## src/rtl/seg_display.sv

```systemverilog
// seg_display: time-multiplexed, active-low seven-segment driver with leading-zero
// blanking, sign placement, per-digit decimal points and frame-synchronous (tear-free) refresh.
module seg_display #(
  parameter int N_DIGITS    = 8,
  parameter int REFRESH_DIV = 100000,
  parameter int GUARD       = 16
) (
  input  logic                  clk,
  input  logic                  rst_ext,
  input  logic [4*N_DIGITS-1:0] value_bcd,
  input  logic                  value_vld,
  input  logic                  neg,
  input  logic                  blank_lz,
  input  logic [N_DIGITS-1:0]   dp,
  output logic [N_DIGITS-1:0]   an,
  output logic [6:0]            seg,
  output logic                  dp_n,
  output logic                  frame_done
);

  localparam int RW = (REFRESH_DIV > 1) ? $clog2(REFRESH_DIV) : 1;
  localparam int IW = (N_DIGITS > 1) ? $clog2(N_DIGITS) : 1;

  localparam logic [RW-1:0] RCNT_LAST   = RW'(REFRESH_DIV - 1);
  localparam logic [RW-1:0] RCNT_ONE    = RW'(1);
  localparam logic [RW-1:0] GUARD_END   = RW'(GUARD);
  localparam logic [IW-1:0] IDX_LAST    = IW'(N_DIGITS - 1);
  localparam logic [IW-1:0] IDX_ONE     = IW'(1);
  localparam logic [IW:0]   IDX_ONE_X   = (IW+1)'(1);
  localparam logic [6:0]    GLYPH_MINUS = 7'b0111111;
  localparam logic [6:0]    GLYPH_BLANK = 7'b1111111;

  logic [RW-1:0]           rcnt_r;
  logic [IW-1:0]           idx_r;
  logic [4*N_DIGITS-1:0]   shadow_bcd_r;
  logic                    shadow_neg_r;
  logic                    shadow_blz_r;
  logic [N_DIGITS-1:0]     shadow_dp_r;
  logic [4*N_DIGITS-1:0]   disp_bcd_r;
  logic                    disp_neg_r;
  logic                    disp_blz_r;
  logic [N_DIGITS-1:0]     disp_dp_r;

  logic                    rcnt_wrap_s;
  logic                    frame_wrap_s;
  logic                    guard_done_s;
  logic [IW-1:0]           msd_s;
  logic [3:0]              digit_s;
  logic                    lz_blank_s;
  logic                    minus_s;
  logic [6:0]              seg_s;
  logic                    dp_n_s;
  logic [N_DIGITS-1:0]     an_s;

  function automatic logic [6:0] hex_glyph(input logic [3:0] d);
    logic [6:0] g;
    case (d)
      4'h0:    g = 7'b1000000;
      4'h1:    g = 7'b1111001;
      4'h2:    g = 7'b0100100;
      4'h3:    g = 7'b0110000;
      4'h4:    g = 7'b0011001;
      4'h5:    g = 7'b0010010;
      4'h6:    g = 7'b0000010;
      4'h7:    g = 7'b1111000;
      4'h8:    g = 7'b0000000;
      4'h9:    g = 7'b0010000;
      4'hA:    g = 7'b0001000;
      4'hB:    g = 7'b0000011;
      4'hC:    g = 7'b1000110;
      4'hD:    g = 7'b0100001;
      4'hE:    g = 7'b0000110;
      4'hF:    g = 7'b0001110;
      default: g = GLYPH_BLANK;
    endcase
    return g;
  endfunction

  // Index of the most significant nonzero digit; 0 when the whole value is zero.
  function automatic logic [IW-1:0] top_nonzero(input logic [4*N_DIGITS-1:0] bcd);
    logic [IW-1:0] m;
    m = '0;
    for (int i = 1; i < N_DIGITS; i++) begin
      if (bcd[4*i +: 4] != 4'h0) m = IW'(i);
    end
    return m;
  endfunction

  // Slot/frame timing decode and the next-cycle segment, anode and dp drive.
  always_comb begin
    rcnt_wrap_s  = (rcnt_r == RCNT_LAST);
    frame_wrap_s = rcnt_wrap_s && (idx_r == IDX_LAST);
    guard_done_s = (rcnt_r >= GUARD_END);
    digit_s      = disp_bcd_r[{idx_r, 2'b00} +: 4];
    msd_s        = top_nonzero(disp_bcd_r);
    lz_blank_s   = disp_blz_r && (idx_r > msd_s);
    minus_s      = disp_neg_r && disp_blz_r && (msd_s != IDX_LAST) &&
                   ({1'b0, idx_r} == ({1'b0, msd_s} + IDX_ONE_X));
    if (minus_s) begin
      seg_s = GLYPH_MINUS;
    end else if (lz_blank_s) begin
      seg_s = GLYPH_BLANK;
    end else begin
      seg_s = hex_glyph(digit_s);
    end
    dp_n_s = !disp_dp_r[idx_r];
    for (int i = 0; i < N_DIGITS; i++) begin
      an_s[i] = !(guard_done_s && (idx_r == IW'(i)));
    end
  end

  // Refresh counter and digit index.
  always_ff @(posedge clk or posedge rst_ext) begin
    if (rst_ext) begin
      rcnt_r <= '0;
      idx_r  <= '0;
    end else if (rcnt_wrap_s) begin
      rcnt_r <= '0;
      idx_r  <= frame_wrap_s ? '0 : idx_r + IDX_ONE;
    end else begin
      rcnt_r <= rcnt_r + RCNT_ONE;
    end
  end

  // Shadow captures every strobe; the display copy only moves at the frame boundary.
  always_ff @(posedge clk or posedge rst_ext) begin
    if (rst_ext) begin
      shadow_bcd_r <= '0;
      shadow_neg_r <= 1'b0;
      shadow_blz_r <= 1'b0;
      shadow_dp_r  <= '0;
      disp_bcd_r   <= '0;
      disp_neg_r   <= 1'b0;
      disp_blz_r   <= 1'b0;
      disp_dp_r    <= '0;
    end else begin
      if (value_vld) begin
        shadow_bcd_r <= value_bcd;
        shadow_neg_r <= neg;
        shadow_blz_r <= blank_lz;
        shadow_dp_r  <= dp;
      end
      if (frame_wrap_s) begin
        disp_bcd_r <= shadow_bcd_r;
        disp_neg_r <= shadow_neg_r;
        disp_blz_r <= shadow_blz_r;
        disp_dp_r  <= shadow_dp_r;
      end
    end
  end

  // Registered pin drive, one cycle behind the slot state.
  always_ff @(posedge clk or posedge rst_ext) begin
    if (rst_ext) begin
      an         <= '1;
      seg        <= GLYPH_BLANK;
      dp_n       <= 1'b1;
      frame_done <= 1'b0;
    end else begin
      an         <= an_s;
      seg        <= seg_s;
      dp_n       <= dp_n_s;
      frame_done <= frame_wrap_s;
    end
  end

endmodule

```

## config.mk

```make
export PLATFORM = sky130hd
export DESIGN_NAME = seg_display
export DESIGN_NICKNAME = d
export VERILOG_FILES = /design/src/rtl/seg_display.sv
export SDC_FILE = /design/constraint.sdc
export NUM_CORES = 1
export LEC_CHECK = 0
export ABC_CLOCK_PERIOD_IN_PS = 4700
export CORE_MARGIN = 10
export CORE_UTILIZATION = 55
export DETAILED_ROUTE_END_ITERATION = 10
export GPL_TIMING_DRIVEN = 0
export PLACE_DENSITY = 0.78
export SETUP_SLACK_MARGIN = 0.05
export SYNTH_ARGS = -nofsm -noshare
export SYNTH_HDL_FRONTEND = slang
export SYNTH_SLANG_ARGS = --single-unit
```

## constraint.sdc

```tcl
create_clock -name clk -period 4.7 [get_ports clk]
set_clock_uncertainty 0.2 [all_clocks]
set_input_delay 0.47 -clock clk [delete_from_list [all_inputs] [get_ports clk]]
set_output_delay 0.47 -clock clk [all_outputs]
set_load 0.005 [all_outputs]
```

==> impl_results.md, run 1 <==
* Critical path fanouts, max at 6
* Final instance area at between 6000 and 7000 um2
* Seq/Total Area, Yosys at 0.561
* Clock Root Buffer: clkbuf_8
* Largest net degree at the start of global routing at roughly 70
* Critical Path RT at between 4000 and 5000 ps
* DR DRC count at 0
* DP HPWL at roughly 7600 um
* H-Tree Level Count at 4
* Crit-path max cell delay at around 640 ps
* CP Capture Type: flop
* Number of synthesized flops with an enable pin at 0
* Fin Setup TNS at 0 ps
* Share of cells above drive strength 1 at 0.318
* Routed wire length at approximately 11,000 um
* Via count at between 3,000 and 4,000
* Vias per cell at around 5.4
* Layout fillers at about 670
* TritonCTS Buffers at 17
* Simple-gate share of the synthesized area at 0.0822
* Setup ws final at between 1500 and 2000 ps
* Clock sinks at ~120
* Clk buf depth at 2
* VDD IR-drop max at 0.228 mV
* CP Launch Type: flop
* Mux cell area share after synthesis at 0.231
* ANT cells at 0
* Die height at 119 um
* Main combinational cell family by area after synthesis: multiplexers
* Fmax achieved at 322 MHz
* Xor/xnor share of the synthesized area at 0.0274
* Syn. warnings at 0
* Arrival @ worst endpoint at 3310 ps
* Fin Hold WS at between 200 and 250 ps
* Wire per inst at between 15 and 20 um
* Asr flop ratio synth at 1.00
* Largest cells by area after synthesis: dfrtp_1, mux2_2, dfstp_2
* Slew @ Worst Pin at approximately 700 ps
* Initial antenna violation count at 0
* Combinational share of power at 0.045
* NetSw at 0.532 mW
* Die area at approximately 14,000 um2
* Remaining Overflow, GRT at 0
* Synthesized cell area at 5430 um2
* Slew margin rel. at 0.532
* Reg2reg start: disp_bcd_r[29]
* Pwr dens at about 350 nW/um2
* Later-pin clock latency in the skew report at between 500 and 600 ps
* Type of the worst setup path: reg2reg
* Yosys top cell by area: dfrtp_1
* Setup violators final at 0
* Critical Path Source: disp_bcd_r[29]
* Final slew viol count at 0
* LEAKAGE at around 3.1 nW
* Layout net count at between 500 and 600
* Post-DRT Antenna Nets at 0
* Critical path's slowest cell: nor4_1
* Vias in the first global route at around 3,800
* Switching Share at 0.228
* Netlist cell types at 39
* Critical Path, Cell by Cell: nor4_1 -> nand2_1 -> nor2_1 -> inv_1 -> ha_1 -> ha_1 -> xnor2_1 -> and3_1 -> nor2_1 -> o221ai_1
* Pint at between 1.5 and 2 mW
* Die width at 119 um
* Final Util at 0.698
* I/O Buffers at 60
* Max cap viols at 0
* RSZ-0062 raised after global routing: no
* CTS tree: done
* CTS resizes at 0
* First DRT Iteration DRCs at about 210
* Adder-Cell Fraction of Synth Area at 0.0437
* GPL Wtd Cong at 0.880
* GRT Overall Usage at 0.163
* Area Growth Syn to Fin at 24.3%
* Ys flop type: dfrtp_1
* Non-Filler Instances at slightly above 600
* Cells on worst reg2reg path at 10
* Reg power frac at 0.470
* Total power at about 2.3 mW
* I/O pin cnt at 62
* Reg2reg end: seg[4]
* Clock Power Share at 0.484
* Global-route wire length before repair at roughly 19,000 um
* Dpl ws at around 1700 ps
* R2r setup slk at around 1600 ps
* Final period utilization at 0.661
* # rows at 36
* Crit path time final at approximately 3100 ps
* DP Cell Count at 592
* Complex-gate fraction of the synthesized area at 0.0267
* CTS clk-pin slew, worst paths at 60 ps
* Avg Cell Area, Syn at 13.7 um2
* Post-CTS Setup Bufs at 0
* Status: finished, final reports clean
* Placement Cell Area at between 6000 and 7000 um2
* Min-Delay Path Class: in2async
* Hold Buf Count CTS at 0
* Number of synthesized register bits at 121
* Synth top area share at 0.484
* Crit path capture: seg[4]
* Post-synthesis net count at around 460
* Post-synthesis cell count at 398
* Core area at about 9700 um2
* Endpoints failing hold at 0
* Initial Utilization at 0.561
* Drt pass-1 iters at 4
==> layout by cell type (no fill, tap or decap), types with 5 or more instances in the layout <==
| master | netlist | layout |
|---|---|---|
| mux4_2 | 10 | 10 |
| inv_1 | 16 | 15 |
| dfrtp_1 | 105 | 105 |
| nand3_1 | 11 | 11 |
| ha_1 | 19 | 19 |
| nor4_1 | 9 | 9 |
| xnor2_1 | 8 | 8 |
| mux2_2 | 85 | 85 |
| nor2_1 | 17 | 17 |
| o21ai_0 | 5 | 5 |
| xor2_1 | 9 | 9 |
| dfstp_2 | 16 | 16 |
| mux2i_1 | 6 | 6 |
| clkbuf_1 | 7 | 7 |
| clkdlybuf4s50_1 | 0 | 60 |
| nand2_1 | 26 | 26 |
| clkbuf_16 | 0 | 16 |
==> cells by family after synthesis <==
logic type / after synthesis
AO/OA/AOI/OAI: 21
XOR/XNOR: 17
adder cells (fa/ha/maj): 19
buffers and inverters: 31
flip-flops: 121
multiplexers: 102
AND/OR/NAND/NOR: 87
==> layout make-up <==
type                    count  area, um2  share of cell area
repair buffers             61        628              0.0930
plain buffers              15       93.8              0.0139
clock buffers              18        428              0.0633
clock inverters            13       96.3              0.0143
well taps                 133        166              0.0246
inverters                  16       62.6             0.00926
multi-input cells         246       2230               0.330
flip-flops and latches    121       3050               0.451
==> synth_stat cells (all sizes together), types with 4 or more instances <==
library cell	number
buf	8
mux2i	6
nand4	4
mux2	86
a21oi	4
xnor2	8
o21ai	5
dfrtp	105
inv	16
xor2	9
nor2	17
nor4	10
dfstp	16
ha	19
o211ai	4
mux4	10
nand3	11
nand2	27
clkbuf	7
==> power groups by stage <==
stage | Clock (mW) | Sequential [mW] | Combinational (mW)
2_1_floorplan | 0 | 1.11 | 0.0588
3_3_place_gp | 0 | 1.12 | 0.102
3_5_place_dp | 0 | 1.12 | 0.108
4_1_cts | 1.15 | 1.10 | 0.109
5_1_grt | 1.20 | 1.10 | 0.118
6_report | 1.13 | 1.10 | 0.106
==> sequential cells by signal, indices dropped and copies added, names as in the netlist <==
register	flops
shadow_blz_r	1
disp_neg_r	1
shadow_dp_r	8
dp_n	1
seg	7
idx_r	3
frame_done	1
rcnt_r	17
an	8
disp_blz_r	1
shadow_neg_r	1
disp_bcd_r	32
shadow_bcd_r	32
disp_dp_r	8
==> worst max-delay path: cells and delay by family (launching register included) <==
family          cells  cell delay (ps)
compound gates      1              220
xor+xnor            1              120
buf+inv             1               60
fa+ha+maj           2              470
simple gates        5             1500
flops               1              410
==> layer usage <==
metal	global-route usage	up-vias	share of wire
met2	0.274	83	0.50
met1	0.186	1672	0.42
met4	0.0762	0	0.022
met3	0.0496	18	0.050
met5	0	-	0
li1	-	1578	-
==> worst min path at each step <==
stage,cells after the start,from,to,slack [ps]
3_5_place_dp,1,shadow_bcd_r[13],disp_bcd_r[13],280
2_1_floorplan,1,shadow_bcd_r[13],disp_bcd_r[13],250
3_3_place_gp,1,rcnt_r[0],rcnt_r[0],270
6_report,2,rst_ext,rcnt_r[9],210
5_1_grt,2,rst_ext,shadow_bcd_r[12],270
4_1_cts,2,rst_ext,shadow_bcd_r[12],220
Note: power is estimated with default switching activity, not from simulation.
==> inputs of run 2 (changes only) <==
ABC_CLOCK_PERIOD_IN_PS = 2530   (was 4700)
CORE_UTILIZATION = 51   (was 55)
PLACE_DENSITY = 0.76   (was 0.78)
clock period = 2.53 ns   (was 4.7 ns; I/O delays follow)
==> run 2 against run 1 <==
The run now ends with setup timing left. Combinational power rose by 90%. Sequential share of layout area fell by 2.3 points. Utilization fell by 1.2 points. Sequential cell count did not move. Power rose by 96%. Largest cell class unchanged. Register-to-register slack got worse by 1700 ps. Largest power group unchanged. Die area rose by 6.5%. Sequential power rose by 85%. Worst setup slack got worse by 1700 ps. Maximum frequency rose by 20%.
==> impl_results.md, run 2 (same netlist as run 1, synthesis figures left out) <==
* Reg power frac at 0.446
* Vias per cell at between 5 and 6
* Reg2reg start: disp_bcd_r[8]
* LEAKAGE at 3.26 nW
* Failing checks: setup timing
* Area Growth Syn to Fin at 30.9%
* CP Capture Type: flop
* Most frequent CP cell: a21bo_2
* Slew margin rel. at 0.429
* # rows at 37
* Vias in the first global route at about 3,700
* Clock Power Share at 0.510
* Type of the worst setup path: reg2reg
* Pwr dens at 644 nW/um2
* Initial Utilization at 0.524
* Final period utilization at 1.03
* ANT cells at 0
* Most frequent cells in the layout: dfrtp_1, mux2_2, clkdlybuf4s50_1
* Die area at ~15,000 um2
* Combinational share of power at 0.044
* Critical Path, Cell by Cell: nor4_4 -> o41ai_2 -> a21bo_2 -> nand2_1 -> a21bo_2 -> ha_4 -> xor2_1 -> nor4_2 -> and3_4 -> nor2_4 -> o211ai_1
* DP HPWL at approximately 7800 um
* Fin Setup TNS at -272 ps
* H-Tree Level Count at 4
* Largest regs: disp_bcd_r: 32 flops, shadow_bcd_r: 32 flops, rcnt_r: 17 flops
* GRT Overall Usage at 0.157
* Clock sinks at roughly 120
* Post-DRT Antenna Nets at 0
* Critical Path RT at around 2800 ps
* Clock Root Buffer: clkbuf_8
* Total power at 4.58 mW
* Routed wire length at 11,000 um
* Remaining Overflow, GRT at 0
* Layout net count at ~550
* Die width at between 100 and 150 um
* Final instance area at 7110 um2
* Via count at between 3,000 and 4,000
* Final slew viol count at 0
* Setup violators final at 6
* Drt pass-1 iters at 5
* TritonCTS Buffers at 17
* Global-route wire length before repair at ~18,000 um
* VDD IR-drop max at roughly 0.56 mV
* Slew @ Worst Pin at between 800 and 900 ps
* Critical path fanouts, max at 6
* CTS clk-pin slew, worst paths at approximately 60 ps
* Later-pin clock latency in the skew report at roughly 530 ps
* Crit-path max cell delay at about 420 ps
* Share of cells above drive strength 1 at 0.380
* Clk buf depth at 2
* Fin Hold WS at between 40 and 50 ps
* CTS tree: done
* Dpl ws at -275 ps
* Arrival @ worst endpoint at around 2800 ps
* CP Launch Type: flop
* Die height at roughly 120 um
* Setup ws final at -69.8 ps
* Core area at between 10,000 and 15,000 um2
* Pint at 3.59 mW
* Endpoints failing hold at 0
* Switching Share at 0.216
* Placement Cell Area at about 6300 um2
* Wire per inst at approximately 17 um
* DR DRC count at 0
* Layout fillers at roughly 730
* Critical Path Source: disp_bcd_r[8]
* I/O pin cnt at between 60 and 70
* RSZ-0062 raised after global routing: yes
* Fmax achieved at 385 MHz
* I/O Buffers at 60
* Max cap viols at 0
* Crit path time final at approximately 2600 ps
* First DRT Iteration DRCs at 183
* GPL Wtd Cong at roughly 0.86
* Cells on worst reg2reg path at 11
* Initial antenna violation count at 0
* Critical path's slowest cell: dfrtp_1
* Most common cell after layout, fill and taps aside: dfrtp_1
* NetSw at roughly 1 mW
* Min-Delay Path Class: in2async
* Largest net degree at the start of global routing at 46
* Status: complete, but fails checks
## run 2: cell count changes in the layout (fill, tap and decap cells not counted), sizes merged
cell         previous run  this run
inv                    20        18
clkbuf                 25        26
dlygate4sd3             0         1
buf                     9        19
bufinv                  0         2
## run 2: path summary, 6_finish.rpt
path	endpoint	slack (ps)
setup reg to reg	seg[1]	-70
max in group asynchronous	seg[1]	1350
setup / recovery	seg[1]	-70
hold / removal	shadow_bcd_r[9]	40
min in group clk	shadow_bcd_r[6]	130
hold reg to reg	disp_bcd_r[13]	300
## run 2: per-stage QoR
stage	util	cells
2_1_floorplan	-	398
3_3_place_gp	0.600	594
3_5_place_dp	0.604	596
4_1_cts	0.678	635
5_1_grt	0.686	638
6_report	0.686	638
## run 2: critical path: cells and delay by family, from the launching register on
kind / cells / cell delay, ps
compound gates: 4 / 650
simple gates: 5 / 840
xor+xnor: 1 / 200
flops: 1 / 420
fa+ha+maj: 1 / 210
## run 2: repair_timing
action | CTS | global route
resized for setup | 25 | 11
hold buffers | 1 | 0
setup endpoints to repair | 7 | 9
gates cloned | 0 | 0
endpoints found under the hold margin | 2 | 0
pin swaps | 8 | 8
buffers inserted | 6 | 3
## run 2: power groups by stage
stage	Combinational [mW]	Clock, mW	Sequential (mW)
global route	0.222	2.48	2.05
finish	0.201	2.34	2.04
detailed placement	0.205	0	2.08
global placement	0.189	0	2.08
CTS	0.207	2.37	2.05
floorplan	0.110	0	2.06
## run 2: final cells by class
type | instances | area, um2 | area share
Tap cell | 136 | 170 | 0.0239
Multi-Input combinational cell | 246 | 2420 | 0.340
Clock buffer | 19 | 442 | 0.0621
Inverter | 16 | 63.8 | 0.00897
Clock inverter | 13 | 144 | 0.0202
Timing Repair Buffer | 72 | 718 | 0.101
Sequential cell | 121 | 3050 | 0.429
Buffer | 15 | 108 | 0.0151
## run 2: routing by layer
layer  up-vias  track usage  wire [um]
li1       1599            -          -
met1      1704        0.185       4620
met2        95        0.261       5600
met3        18       0.0483        568
met4         0       0.0655        195
met5         -            0          0
